`config.mk`:
```
export PLATFORM = sky130hd
export DESIGN_NAME = pipe_run_ctrl
export DESIGN_NICKNAME = d
export VERILOG_FILES = /design/src/rtl/pipe_run_ctrl_pkg.sv /design/src/rtl/pipe_run_ctrl_perf_counter.sv /design/src/rtl/pipe_run_ctrl.sv
export SDC_FILE = /design/constraint.sdc
export NUM_CORES = 1
export LEC_CHECK = 0
export BUFFER_PORTS_ARGS = -buffer_cell sky130_fd_sc_hd__buf_2
export CAP_MARGIN = 30
export CELL_PAD_IN_SITES_DETAIL_PLACEMENT = 1
export CELL_PAD_IN_SITES_GLOBAL_PLACEMENT = 2
export CORE_UTILIZATION = 32
export CTS_CLUSTER_DIAMETER = 30
export DETAILED_ROUTE_END_ITERATION = 12
export PLACE_DENSITY_LB_ADDON = 0.25
export SETUP_SLACK_MARGIN = 0.05
export SYNTH_ARGS = -nofsm -noshare
export SYNTH_HDL_FRONTEND = slang
export SYNTH_HIERARCHICAL = 1
export SYNTH_SLANG_ARGS = --single-unit
```
`constraint.sdc`:
```
create_clock -name clk -period 2.6 [get_ports clk]
set_input_delay 0.52 -clock clk [delete_from_list [all_inputs] [get_ports clk]]
set_output_delay 0.52 -clock clk [all_outputs]
set_load 0.05 [all_outputs]
```
`src/rtl/pipe_run_ctrl_pkg.sv`:
```
// Shared pipeline-buffer types and run-control constants.
// Imported by the run/halt sequencer and the datapath stages.
package Pipe_Buf_Reg_PKG;

  localparam int DRAIN_CYC_DEFAULT = 3;

  typedef enum logic [2:0] {
    IDLE   = 3'd0,
    RUN    = 3'd1,
    DRAIN  = 3'd2,
    STEP   = 3'd3,
    HALTED = 3'd4
  } run_state_e;

  typedef struct packed {
    logic [31:0] pc;
    logic [31:0] insn;
    logic        valid;
  } if_id_t;

  typedef struct packed {
    logic [31:0] pc;
    logic [31:0] rs1_val;
    logic [31:0] rs2_val;
    logic [31:0] imm;
    logic [4:0]  rd;
    logic        valid;
  } id_ex_t;

endpackage

```
`src/rtl/pipe_run_ctrl_perf_counter.sv`:
```
// Free-running event counter, wraps modulo 2^W.
// Synchronous active-high clear.
module perf_counter #(
  parameter int W = 32
) (
  input  logic         clk,
  input  logic         reset,
  input  logic         inc,
  output logic [W-1:0] count
);

  logic [W-1:0] count_q;
  logic [W-1:0] count_d;

  assign count_d = inc ? count_q + W'(1) : count_q;
  assign count   = count_q;

  always_ff @(posedge clk) begin
    if (reset) count_q <= '0;
    else       count_q <= count_d;
  end

endmodule

```
`src/rtl/pipe_run_ctrl.sv`:
```
// Run/halt sequencer: gates fetch, injects ID/EX bubbles,
// drains on halt, single-steps, and keeps perf counters.
module pipe_run_ctrl
  import Pipe_Buf_Reg_PKG::*;
#(
  parameter int DRAIN_CYC = DRAIN_CYC_DEFAULT,
  parameter int CNT_W     = 32
) (
  input  logic             clk,
  input  logic             reset,
  input  logic             start,
  input  logic             step,
  input  logic             halt_req,
  input  logic             halt_ex,
  input  logic             retire,
  input  logic             stall_req,
  output logic             fetch_en,
  output logic             inject_nop,
  output logic             halted,
  output logic             halt_insn,
  output logic             busy,
  output logic [CNT_W-1:0] cycle_cnt,
  output logic [CNT_W-1:0] retire_cnt,
  output logic [CNT_W-1:0] stall_cnt
);

  localparam int DW = (DRAIN_CYC > 1) ? $clog2(DRAIN_CYC) : 1;
  localparam logic [DW-1:0] DRAIN_LD = DW'(DRAIN_CYC - 1);

  run_state_e    state_q, state_d;
  logic [DW-1:0] drain_q, drain_d;
  logic          hi_q, hi_d;

  always_comb begin
    state_d = state_q;
    drain_d = drain_q;
    hi_d    = hi_q;
    unique case (state_q)
      IDLE: begin
        if (start) state_d = RUN;
      end
      RUN: begin
        if (halt_ex || halt_req) begin
          state_d = DRAIN;
          drain_d = DRAIN_LD;
          hi_d    = halt_ex;
        end
      end
      DRAIN: begin
        if (drain_q == '0) state_d = HALTED;
        else               drain_d = drain_q - DW'(1);
      end
      STEP: begin
        state_d = DRAIN;
        drain_d = DRAIN_LD;
      end
      HALTED: begin
        // A Halt instruction is terminal until reset
        if (!hi_q && start)     state_d = RUN;
        else if (!hi_q && step) state_d = STEP;
      end
      default: state_d = IDLE;
    endcase
  end

  always_ff @(posedge clk) begin
    if (reset) begin
      state_q <= IDLE;
      drain_q <= '0;
      hi_q    <= 1'b0;
    end else begin
      state_q <= state_d;
      drain_q <= drain_d;
      hi_q    <= hi_d;
    end
  end

  logic in_run;
  logic in_step;

  assign in_run     = (state_q == RUN);
  assign in_step    = (state_q == STEP);
  assign fetch_en   = (in_run && !halt_ex && !halt_req) || in_step;
  assign inject_nop = !(in_run || in_step);
  assign halted     = (state_q == HALTED);
  assign halt_insn  = hi_q;
  assign busy       = in_run || in_step || (state_q == DRAIN);

  perf_counter #(.W(CNT_W)) u_cyc (
    .clk   (clk),
    .reset (reset),
    .inc   (busy),
    .count (cycle_cnt)
  );

  perf_counter #(.W(CNT_W)) u_ret (
    .clk   (clk),
    .reset (reset),
    .inc   (retire),
    .count (retire_cnt)
  );

  perf_counter #(.W(CNT_W)) u_stl (
    .clk   (clk),
    .reset (reset),
    .inc   (stall_req && in_run),
    .count (stall_cnt)
  );

endmodule

```
### Yosys cells after proc, flatten, opt, wreduce, memory -nomap -nowiden

Cells that the tools add are included.

| word-level totals | value |
|---|---|
| output and inout port bits | 101 |
| word-level logic and storage cells | 47 |
| bits of input ports | 8 |
| register bits | 102 |

| cells by class | value |
|---|---|
| reductions and logical operators | 19 |
| equal/unequal tests | 9 |
| add/sub/neg operators | 4 |
| mux-type cells | 9 |

Operator list:

| cell | count |
|---|---|
| $add 32x1->32 const B | 3 |
| $mux 3 | 5 |
| $pmux 3 s5 | 1 |
| $eq 3x2->1 const B | 2 |
| $ne 2x2->1 const B | 3 |
| $pmux 2 s3 | 1 |
| $logic_and 1x1->1 | 5 |
| $logic_not 1->1 | 4 |
| $logic_or 1x1->1 | 4 |
| $mux 2 | 2 |
| $reduce_and 4->1 | 1 |
| $eq 3x1->1 const B | 1 |
| $eq 3x3->1 const B | 1 |
| $logic_not 3->1 | 1 |
| $ne 3x1->1 const B | 1 |
| $reduce_and 3->1 | 1 |
| $reduce_bool 3->1 | 1 |
| $logic_not 2->1 | 1 |
| $ne 2x1->1 const B | 1 |
| $reduce_and 2->1 | 1 |
| $sub 2x1->2 const B | 1 |

### Longest topological paths before layout

Gate-level depths: netlist of run 1.

| depth | value |
|---|---|
| word-level depth | 5 |
| depth in mapped cells | 9 |
| depth with buffers taken out | 6 |

### Hierarchy

Netlist of run 1, hierarchy kept.

By module, submodules not included:

| module | seq. area each (um2) | cells each | area an instance (um2) | instances |
|---|---|---|---|---|
| perf_counter | 640.6 | 181 | 1564.0 | 3 |
| pipe_run_ctrl | 120.1 | 48 | 417.9 | 1 |

### Worst setup path before layout of run 1

No wires, ideal clock.

| timing path | value |
|---|---|
| path kind | reg-to-reg |
| start | reg state_q[0] |
| end | reg u_cyc.count_q[27] (netlist: u_cyc/count[27]) |
| period minus slack after synthesis | 2.793 ns |
| arrival | 2.673 ns |
| slack | -0.193 ns |
| cell stages (with the launch flop) | 9 |
| required time | 2.479 ns |
| cells stage by stage | dfxtp_1 -> nor2_1 -> nor2_1 -> buf_2 -> and4_1 -> buf_2 -> nand4_1 -> nor3b_1 -> mux2_2 |

| on the way | value |
|---|---|
| longest elaborated chain between the ends | 3 |
| elaborated cells between the ends (all ways) | 5 |
| classes of those cells | eq/ne (3); reduce/logical (2) |

RTL lines:

| item | line | RTL |
|---|---|---|
| from (decl) | pipe_run_ctrl.sv:30 | `run_state_e state_q, state_d;` |
| from (signal assigned) | pipe_run_ctrl.sv:72 | `state_q <= state_d;` |
| $eq 3x1->1 / $eq 3x2->1 (equally long branches) | pipe_run_ctrl.sv:81, pipe_run_ctrl.sv:82 |  |
| $logic_or 1x1->1 | pipe_run_ctrl.sv:87 | `assign busy = in_run \|\| in_step \|\| (state_q == DRAIN);` |
| $logic_or 1x1->1 * | pipe_run_ctrl.sv:87 |  |
| net busy | pipe_run_ctrl.sv:21 | `output logic busy,` |
| to (signal assigned) | pipe_run_ctrl_perf_counter.sv:20 | `else count_q <= count_d;` |
| to (decl) | pipe_run_ctrl_perf_counter.sv:12 | `logic [W-1:0] count_q;` |

Mark *: on every way through the listed nets, which the timed path passes. The rest lies on a longest branch.
A chain may end at the register's enable or synchronous reset.

### Worst setup path after layout of run 1

| timing path | value |
|---|---|
| start | reg state_q[0] |
| end | reg u_stl.count_q[29] (netlist: u_stl/count[29]) |

| on the way | value |
|---|---|
| longest elaborated chain between the ends | 2 |

RTL lines:

| item | line | RTL |
|---|---|---|
| $eq 3x1->1 | pipe_run_ctrl.sv:81 | `assign in_run = (state_q == RUN);` |
| $logic_and 1x1->1 | pipe_run_ctrl.sv:106 | `.inc (stall_req && in_run),` |
| to (signal assigned) | pipe_run_ctrl_perf_counter.sv:20 |  |
| to (decl) | pipe_run_ctrl_perf_counter.sv:12 |  |

No other way between the ends.

==> results of run 1 <==
worst max-delay path, cell delays in order, from the launching register on:
cell and delay [ns]:
sky130_fd_sc_hd__dfxtp_1 0.40, sky130_fd_sc_hd__nor3b_4 0.25, sky130_fd_sc_hd__and2_1 0.17, sky130_fd_sc_hd__and4_1 0.39, sky130_fd_sc_hd__nand4_1 0.36, sky130_fd_sc_hd__nor3_1 0.33
sky130_fd_sc_hd__mux2_2 0.36
layout make-up:
type                    instances  area share
clock buffers                  11     0.03903
clock inverters                 5     0.01710
inverters                      16    0.009658
multi-input cells             441      0.4581
flip-flops and latches        102      0.3286
well taps                     211     0.04245
repair buffers                121      0.1050
cells in the mapped netlist (all sizes together), types with 13 or more instances:
library cell,instances
nand3,28
nor2,85
xor2,27
a21oi,25
inv,16
nand4,33
dfxtp,102
mux2,33
nor3,30
nand2,30
clkbuf,21
o21ai,13
nor2b,31
state kept, by name, summed over array words and instances (netlist names):
signal       count
u_ret/count     32
u_stl/count     32
halt_insn        1
drain_q          2
u_cyc/count     32
state_q          3
report_power, final:
| part | switching, mW | internal (mW) |
|---|---|---|
| clock | 0.612 | 0.970 |
| combinational | 0.133 | 0.0624 |
| sequential | 0.0167 | 1.57 |
| total | 0.762 | 2.61 |
how the worst min path moves through the flow:
stage	startpoint	end	slack [ns]	depth (start not counted)
4_1_cts	halt_ex	halt_insn	0.45	3
2_1_floorplan	drain_q[1]	drain_q[1]	0.44	1
3_3_place_gp	drain_q[1]	drain_q[1]	0.45	1
5_1_grt	halt_ex	halt_insn	0.47	3
3_5_place_dp	drain_q[1]	drain_q[1]	0.46	1
6_report	halt_ex	halt_insn	0.47	3
metrics by stage:
step             util  setup slack, ns  power (mW)  instance area (um2)  std cells
3_3_place_gp   0.3808           0.2841       1.818                 5853        889
6_report       0.4046           0.2366       3.369                 6218        907
5_1_grt        0.4046          0.07916       3.518                 6218        907
4_1_cts        0.4035           0.1679       3.433                 6202        905
3_5_place_dp   0.3808           0.1801       1.826                 5853        889
2_1_floorplan       -          0.06715       1.764                 5112        591
cells by family (layout without fill, tap and decap cells):
group / count (synthesis) / count (layout) / synth area share
compound gates: 60 / 60 / 0.07419
xor+xnor: 39 / 39 / 0.06685
fa+ha+maj: 4 / 4 / 0.009795
buf+inv: 48 / 153 / 0.04334
flops: 102 / 102 / 0.3996
mux: 36 / 36 / 0.07860
simple gates: 302 / 302 / 0.3276
routing by layer:
| layer | wire [um] | track usage | up-vias |
|---|---|---|---|
| met5 | 0 | 0 | - |
| met4 | 173 | 0.05882 | 0 |
| met3 | 333 | 0.02245 | 11 |
| met2 | 6342 | 0.2820 | 67 |
| met1 | 6648 | 0.2231 | 2224 |
| li1 | - | - | 2281 |
timing repair:
action	4_1_cts	5_1_grt
gates resized for setup	0	1
endpoints found under the setup margin	0	17
setup buffers	0	2
==> run summary, run 1 <==
The run finished with clean final reports. Hold is met by 0.4693 ns. Leaving out fill and tap cells, the most frequent cells in the layout are sky130_fd_sc_hd__buf_2 (107), sky130_fd_sc_hd__dfxtp_1 (101), sky130_fd_sc_hd__nor2_1 (84).

The post-synthesis async set-or-reset flop share is 0. The share of the clock period used by the worst path is 0.9090, and the number of global-route vias before repair is 4456. The last weighted congestion value of the routability-driven placer was 0.7892. After floorplanning, the core was sized to cover 15370 um2. In this run the remaining antenna-violating nets after routing total 0. Entering global routing, the biggest net connects 53 pins. The worst setup path is captured at a flip-flop. Later-pin clock latency in the skew report: 0.35 ns. The tools report the number of pins exceeding their max-slew limit in the final report as 0. The count of buffers from port buffering is 108, and the final worst clock skew is 0.008757 ns. In the synthesized netlist the dominant register cell turns out to be sky130_fd_sc_hd__dfxtp_1.

TritonCTS built the clock tree. In this run the register-to-register setup slack is 0.24 ns. Power spread over the standard cell area amounts to 541.8 nW/um2. The most critical setup path has its endpoint at u_stl/count[29].

Yosys mapped a number of flops with a built-in enable equal to 0. The total leakage power was 2.549 nW; the endpoint arrival time on the critical path was 2.60 ns. In the final design database the tool counted 703 nets. Detailed router's first-iteration violation count: 112.

The worst register-to-register path begins at state_q[0]. The endpoint identified for the worst register-to-register timing path is u_stl/count[29]. For the HPWL after detailed placement, the log shows 9779 um.

For the worst setup path, the data required time is 2.84 ns. Global routing finished with a remaining overflow of 0. The routed design has 13500 um of wire. Setup violations remaining at the end of the flow were counted as 0. The tools report the global-route wire length before repair as 22430 um. Cell type contributing the most total cell area after synthesis: sky130_fd_sc_hd__dfxtp_1. The logs give 0 for the initial antenna violation count and 0.3996 for the share of the yosys chip area belonging to registers.

The run gives 0.0003306 V as the maximum VDD drop. The y dimension of the die is 128.4 um. The buffer type at the clock tree root was sky130_fd_sc_hd__clkbuf_16. The filler cells instantiated in the layout total 1854. The average footprint of a synthesized cell works out to 8.646 um2.

The total negative slack was 0 ns; the number of inserted diodes was 0. Area share of the largest cell type after synthesis: 0.3996. The start point of the critical path was state_q[0]. The unique cell type count in the Yosys netlist was 44; the number of cell rows was 45. Clock-pin slew was measured on the worst setup and hold paths at 0.07 ns. Across the run, the number of max-cap violations was 0.

CTS saw 102 sinks. For this design the top-level I/O count stands at 109. CTS built an H-tree with a depth of 3.

The multi-input gate area in the final layout was 2849 um2; the overall global routing resource usage was 0.1687. By area the synthesized netlist is led by sky130_fd_sc_hd__dfxtp_1 (40%), sky130_fd_sc_hd__nor2_1 (6.2%), sky130_fd_sc_hd__mux2_2 (6.0%), sky130_fd_sc_hd__xor2_1 (4.6%), sky130_fd_sc_hd__nor2b_1 (3.8%). From left edge to right edge, the die measures 128.4 um. The DRC violations left is 0, and the count of state elements after synthesis is 102.

Using the TritonRoute via totals, the vias-per-cell ratio works out to 5.053. For this run, the number of Yosys warnings is 6. Setup repair after global routing left no endpoint under its margin.

The area of the mapped netlist was 5110 um2; the iteration count of the initial detailed-routing pass was 4. Across all layers, the routed design uses 4583 vias. For this run, the top clock speed supported by timing is 423.1 MHz. The starting density of the core is 0.3324. The kind of launch point of the worst setup path was a flip-flop.

Registers take 2043 um2. Top fanout value on the critical path: 9. The type of the worst setup path was flip-flop to flip-flop.

The die outline area was 16480 um2. The fraction of final layout cells with drive strength greater than 1 was 0.2672; the path depth of the worst reg2reg path was 6. Post-cts hold buffer count: 0. The total count of hold-check failures in the final report is 0. The mean routed wirelength per cell came out at 14.88 um. The number of cells produced by synthesis was 591. After layout, the minimum clock period comes to 2.363 ns.

At the pin with the least slew margin, the transition time is 0.4059 ns. The number of nets in the synthesized netlist is 603. The worst slew margin relative to its limit was 0.7286; the maximum count of clock buffers along a single path was 2. Compared with the post-synthesis result, the final layout area differs by 21.69%.

For the total clock buffers created by CTS, the log shows 9. The min-delay analysis places its worst path in the category primary input to flip-flop. The most common cell after layout, fill and taps aside was sky130_fd_sc_hd__buf_2.
Note: power is estimated with default switching activity, not from simulation.
==> run 2: changes to the inputs <==
Clock period 2.6 ns to 2.23 ns, I/O delays scaled along.
==> run summary, run 2 (synthesized netlist as in run 1, its figures left out) <==
The top cell types in the final layout, fill and taps aside, are sky130_fd_sc_hd__buf_2 (107), sky130_fd_sc_hd__nor2_1 (83), sky130_fd_sc_hd__dfxtp_1 (80). The logs give 482.9 MHz for the top achievable clock speed and 2 for the maximum count of clock buffers along a single path. The tools report the maximum number of pins on one net before global-route repair as 45.

The number of cell rows was 45; the total count of hold-check failures in the final report was 0. The worst path in the final design needs a cycle of 2.071 ns, including I/O delays and setup. The finished cells cover 6311 um2. The area overhead of the layout relative to synthesis was 23.51%; the top fanout value on the critical path was 8. The starting density of the core is 0.3324, and the number of pins exceeding their max-slew limit in the final report is 0.

The initial antenna violation count is 0, and the maximum VDD drop is 0.0004344 V. Dividing total power by cell area gives a power density of 591.0 nW/um2. During placement, the flow inserted port buffers numbering 108. The fraction of final layout cells with drive strength greater than 1 came out at 0.3139. The tools report the kind of launch point of the worst setup path as a flip-flop. Dividing the detail-routed via count by the number of cells gives 5.084.

Element type at the critical path end: a flip-flop. The slowest cell on the critical path is sky130_fd_sc_hd__dfxtp_1. Count of clock tree sinks: 102.

Across the routed clock network, the largest skew measured is 0.007467 ns. The reported max-cap violation count was 0; the number of global-route vias before repair was 4618. The first detailed-routing pass ran for 4 iterations.

The detailed-route wire length was 13810 um; the post-cts hold buffer count was 0. For the pin with the worst max-slew slack, the measured transition is 0.4744 ns. The run gives 0.4106 as the fraction of the core area covered by cells at the end of the flow. The worst slew margin relative to its limit is 0.6837, and the overall global routing resource usage is 0.1738.

In this run the static leakage power is 2.600 nW. Once placement finished, the instance area stood at 5976 um2. The data required time at the worst endpoint was 2.47 ns. Measured along the x axis, the die boundary spans 128.4 um.

The flow ran to the end, and the final reports show no timing, DRC or antenna violations. In this run the vertical extent of the chip is 128.4 um. The endpoint arrival time on the critical path was 2.31 ns; the clock-pin transition on the worst setup and hold timing paths was 0.07 ns. The floorplan step defined a die boundary enclosing 16480 um2. The mean routed wirelength per cell works out to 15.07 um.

Worst hold-check path type: primary input to flip-flop. For the last weighted congestion value of the routability-driven placer, the log shows 0.7368. In the routed design, unresolved DRC markers number 0.

The kind of cell with the highest combined delay along the critical path is simple AND/OR/NAND/NOR gates. The final antenna-violating net count was 0. The worst path buffer plus inverter count came out at 1. The buffer type at the clock tree root was sky130_fd_sc_hd__clkbuf_16. Global routing finished with a remaining overflow of 0. The final number of setup-violating endpoints was 0; the later-pin clock latency in the skew report was 0.35 ns. Buffers inserted during clock tree synthesis total 9. Pin placement for this block handled 109 I/O pins. Share of the clock period used by the worst path: 0.9286. The run gives 4657 as the total vias in the final route. The H-tree was split into 3 levels. At the end of the flow, the number of nets in the layout was 711. Traced cell by cell, the critical path runs through nor3b_4, and2_1, and4_4, nand4_1, buf_4, nor3_1, mux2_2.

On the worst path, the slowest cell contributes a delay of 0.37 ns. The global-route wire length before repair came out at 22870 um. Leaving out fill and tap cells, the most frequent cell in the layout is sky130_fd_sc_hd__buf_2. The wire-length estimate of the detail-placed layout is 10150 um. The floorplan step defined a core boundary enclosing 15370 um2. Setup repair after global routing left no endpoint under its margin. TritonCTS built the clock tree. The setup path with the least slack is of type flip-flop to flip-flop.

Detailed router's first-iteration violation count: 201.
run 2: cell count changes in the layout (fill, tap and decap cells not counted), moves of 2 or more:
cell,delta
sky130_fd_sc_hd__clkinv_2,+2
sky130_fd_sc_hd__buf_4,+7
sky130_fd_sc_hd__nor3b_1,-2
sky130_fd_sc_hd__dfxtp_1,-21
sky130_fd_sc_hd__nor2_4,+2
sky130_fd_sc_hd__nor3b_2,+2
sky130_fd_sc_hd__bufinv_16,-2
sky130_fd_sc_hd__dfxtp_2,+21
run 2: through the flow:
stage | hold WS (ns) | TNS, ns | power [mW] | instances | setup WS (ns)
after floorplan | 0.4407 | 0 | 2.064 | 591 | 0.05253
after global placement | 0.4499 | 0 | 2.130 | 897 | 0.07074
after detailed placement | 0.4540 | -0.1335 | 2.139 | 897 | -0.05992
after CTS | 0.3858 | 0 | 3.796 | 915 | 0.07301
after global routing | 0.3839 | 0 | 3.896 | 915 | 0.05201
final | 0.3928 | 0 | 3.730 | 916 | 0.1591
run 2: path summary, 6_finish.rpt:
| check | startpoint | endpoint | slack [ns] | cells past startpoint |
|---|---|---|---|---|
| worst max-delay path | state_q[1] | u_stl/count[30] | 0.16 | 7 |
| worst min-delay path | halt_ex | halt_insn | 0.39 | 3 |
| worst max register to register | state_q[1] | u_stl/count[30] | 0.16 | 7 |
| worst min register to register | drain_q[1] | drain_q[1] | 0.47 | 1 |
run 2: area by class of cell:
type | count | area [um2]
sequential | 102 | 2069
tap | 211 | 264.0
inverter | 16 | 60.06
fill | 1858 | 9060
antenna | 1 | 2.502
clock buffer | 11 | 252.7
clock inverter | 5 | 57.56
timing repair buffer | 129 | 725.7
multi-input combinational | 441 | 2879
run 2: repair_timing:
item                                    CTS  global route
setup buffers                             2             0
pin swaps                                 2             1
gates resized for setup                   1             2
endpoints found under the setup margin   10            14
run 2: report_power, final:
| part | switching, mW | internal [mW] | total, mW |
|---|---|---|---|
| Clock | 0.704 | 0.932 | 1.64 |
| Sequential | 0.0172 | 1.84 | 1.85 |
| Combinational | 0.165 | 0.0768 | 0.242 |
run 2: worst register-to-register path, stage by stage (launching register included):
cell,delay (ns)
sky130_fd_sc_hd__dfxtp_1,0.37
sky130_fd_sc_hd__nor3b_4,0.26
sky130_fd_sc_hd__and2_1,0.19
sky130_fd_sc_hd__and4_4,0.27
sky130_fd_sc_hd__nand4_1,0.11
sky130_fd_sc_hd__buf_4,0.19
sky130_fd_sc_hd__nor3_1,0.22
sky130_fd_sc_hd__mux2_2,0.36
run 2: routing by layer:
| layer | track usage | wire length, um | part of all wire | up-vias |
|---|---|---|---|---|
| met3 | 0.03410 | 466 | 0.034 | 20 |
| met4 | 0.06782 | 278 | 0.020 | 0 |
| met5 | 0 | 0 | 0 | - |
| met1 | 0.2140 | 6312 | 0.46 | 2261 |
| li1 | - | - | - | 2297 |
| met2 | 0.2983 | 6751 | 0.49 | 79 |
==> run 3: changes to the inputs <==
Settings changed: PLACE_DENSITY_LB_ADDON 0.25 to 0.1, SKIP_CTS_REPAIR_TIMING set to 1.
==> run summary, run 3 (synthesized netlist as in run 1, its figures left out) <==
Final worst clock skew: 0.007816 ns. Floorplan core area: 15370 um2. At the pin with the least slew margin, the transition time is 0.4448 ns. The reported max-cap violation count was 0; the number of inserted diodes was 0. At the worst endpoint, the required time is 2.46 ns. The logs give 4643 for the total vias in the final route and 0 ns for the total negative slack.

Clock tree synthesis inserted a total of 9 buffers. The fraction of final layout cells with drive strength greater than 1 is 0.3168, and the HPWL after detailed placement is 10300 um. The run gives 0.34 ns as the later-pin clock latency in the skew report.

Summed over all nets, wire length on met2 after detailed routing comes to 6545 um. In this run the cell area measured after placement is 5986 um2. The power density over cell area was 568.1 nW/um2; the worst slew margin relative to its limit was 0.7035. The area overhead of the layout relative to synthesis came out at 23.21%. Die outline area: 16480 um2. STA classifies the critical path startpoint as a flip-flop. The first global-routing pass estimated 23150 um of wire. The run gives 0.7495 as the last weighted congestion value of the routability-driven placer. The total power is 3.577 mW.

Detailed-routing wirelength on met1: 6702 um. The run gives 0 as the total congestion overflow after global routing. The overall global routing resource usage was 0.1756; the worst hold slack across all endpoints was 0.3823 ns. The top fanout value on the critical path works out to 6. The tools report the worst setup slack before clock tree synthesis as -0.03830 ns.

The endpoint arrival time on the critical path is 2.30 ns. The maximum number of pins on one net before global-route repair is 41, and the clock-pin transition on the worst setup and hold timing paths is 0.06 ns. The DRC violations left was 0.

The tools report the number of pins exceeding their max-slew limit in the final report as 0. The logs give 0 for the initial antenna violation count and 230 for the detailed router's first-iteration violation count. The ratio of routed vias to standard cells works out to 5.058.

The number of I/O pins came out at 109. The detailed router used layers up to and including met4. The element type at the critical path end was a flip-flop. The total count of hold-check failures in the final report was 0.

The clock passes through at most 2 buffers. The run gives 4 as the iteration count of the initial detailed-routing pass. Setup repair after global routing left no endpoint under its margin. The run gives 0.1627 ns as the worst setup margin. The mean routed wirelength per cell came out at 15.19 um. The run finished with clean final reports. The tightest min-delay check is of the primary input to flip-flop type. The library cell used most frequently in the layout, excluding fill and tap cells, is sky130_fd_sc_hd__buf_2. The share of the clock period used by the worst path is 0.9271. The final design instance area without fill is 6296 um2.

The tools report the number of global-route vias before repair as 4612. The maximum VDD drop is 0.0003449 V, and the CTS H-tree depth is 3. The count of buffers from port buffering works out to 108. The floorplan has 45 rows. The cell sitting at the root of the clock tree is a sky130_fd_sc_hd__clkbuf_16. The logs give 0.3324 for the starting density of the core and 102 for the count of clock tree sinks. The number of cells on the worst reg-to-reg path is 7. The logs give 2.590 nW for the total leakage power and 0 for the final antenna-violating net count. The critical path in this run is classified as flip-flop to flip-flop. In the final design database the tool counted 715 nets.

The worst hold path was traced through 3 stages. TritonCTS built the clock tree. From left edge to right edge, the die measures 128.4 um. Detailed routing placed a total of 434 um of wire on met3. The top cell types in the final layout, fill and taps aside, are sky130_fd_sc_hd__buf_2 (107), sky130_fd_sc_hd__nor2_1 (83), sky130_fd_sc_hd__dfxtp_1 (80). The die is 128.4 um tall. For this block, the routed nets add up to 13950 um of wire.

Top achievable clock speed: 483.7 MHz. The post-layout minimum cycle time was 2.067 ns; the final number of setup-violating endpoints was 0.
[run 3: cell count changes in the layout (fill, tap and decap cells not counted), sizes merged]
cell,change
buf,+4
bufinv,-1
clkbuf,+3
clkinv,-3
diode,-1
[run 3: area by class of cell]
| cell class | count | area [um2] |
|---|---|---|
| fill | 1852 | 9075 |
| tap | 211 | 264.0 |
| clock buffer | 14 | 264.0 |
| clock inverter | 1 | 5.005 |
| timing repair buffer | 133 | 743.2 |
| inverter | 16 | 60.06 |
| sequential | 102 | 2069 |
| multi-input combinational | 441 | 2890 |
[run 3: per-layer routing]
metal,vias up,global-route usage
met1,2250,0.2273
met5,-,0
met4,0,0.07197
met2,72,0.2913
li1,2306,-
met3,15,0.02786
[run 3: report_power, final]
group          leakage (nW)  internal (mW)  switching [mW]
registers             0.834           1.84          0.0178
logic                  1.62         0.0808           0.162
clock network         0.133          0.813           0.668
total                  2.59           2.73           0.847
[run 3: per-stage QoR]
stage            util  std cells
4_1_cts        0.4069        915
6_report       0.4096        918
3_3_place_gp   0.3894        900
5_1_grt        0.4096        918
2_1_floorplan       -        591
3_5_place_dp   0.3894        900
[run 3: critical path, cell delays in order (launching register included)]
cell                      delay, ns
sky130_fd_sc_hd__dfxtp_2       0.37
sky130_fd_sc_hd__nor3b_4       0.25
sky130_fd_sc_hd__and2_4        0.20
sky130_fd_sc_hd__and4_2        0.25
sky130_fd_sc_hd__nand4_1       0.13
sky130_fd_sc_hd__buf_4         0.20
sky130_fd_sc_hd__nor3_1        0.20
sky130_fd_sc_hd__mux2_2        0.36
[run 3: final timing paths]
| check | start | slack [ns] | endpoint |
|---|---|---|---|
| setup / recovery | state_q[0] | 0.16 | u_stl/count[28] |
| hold / removal | halt_ex | 0.38 | halt_insn |
| setup reg to reg | state_q[0] | 0.16 | u_stl/count[28] |
| hold reg to reg | drain_q[1] | 0.47 | drain_q[1] |
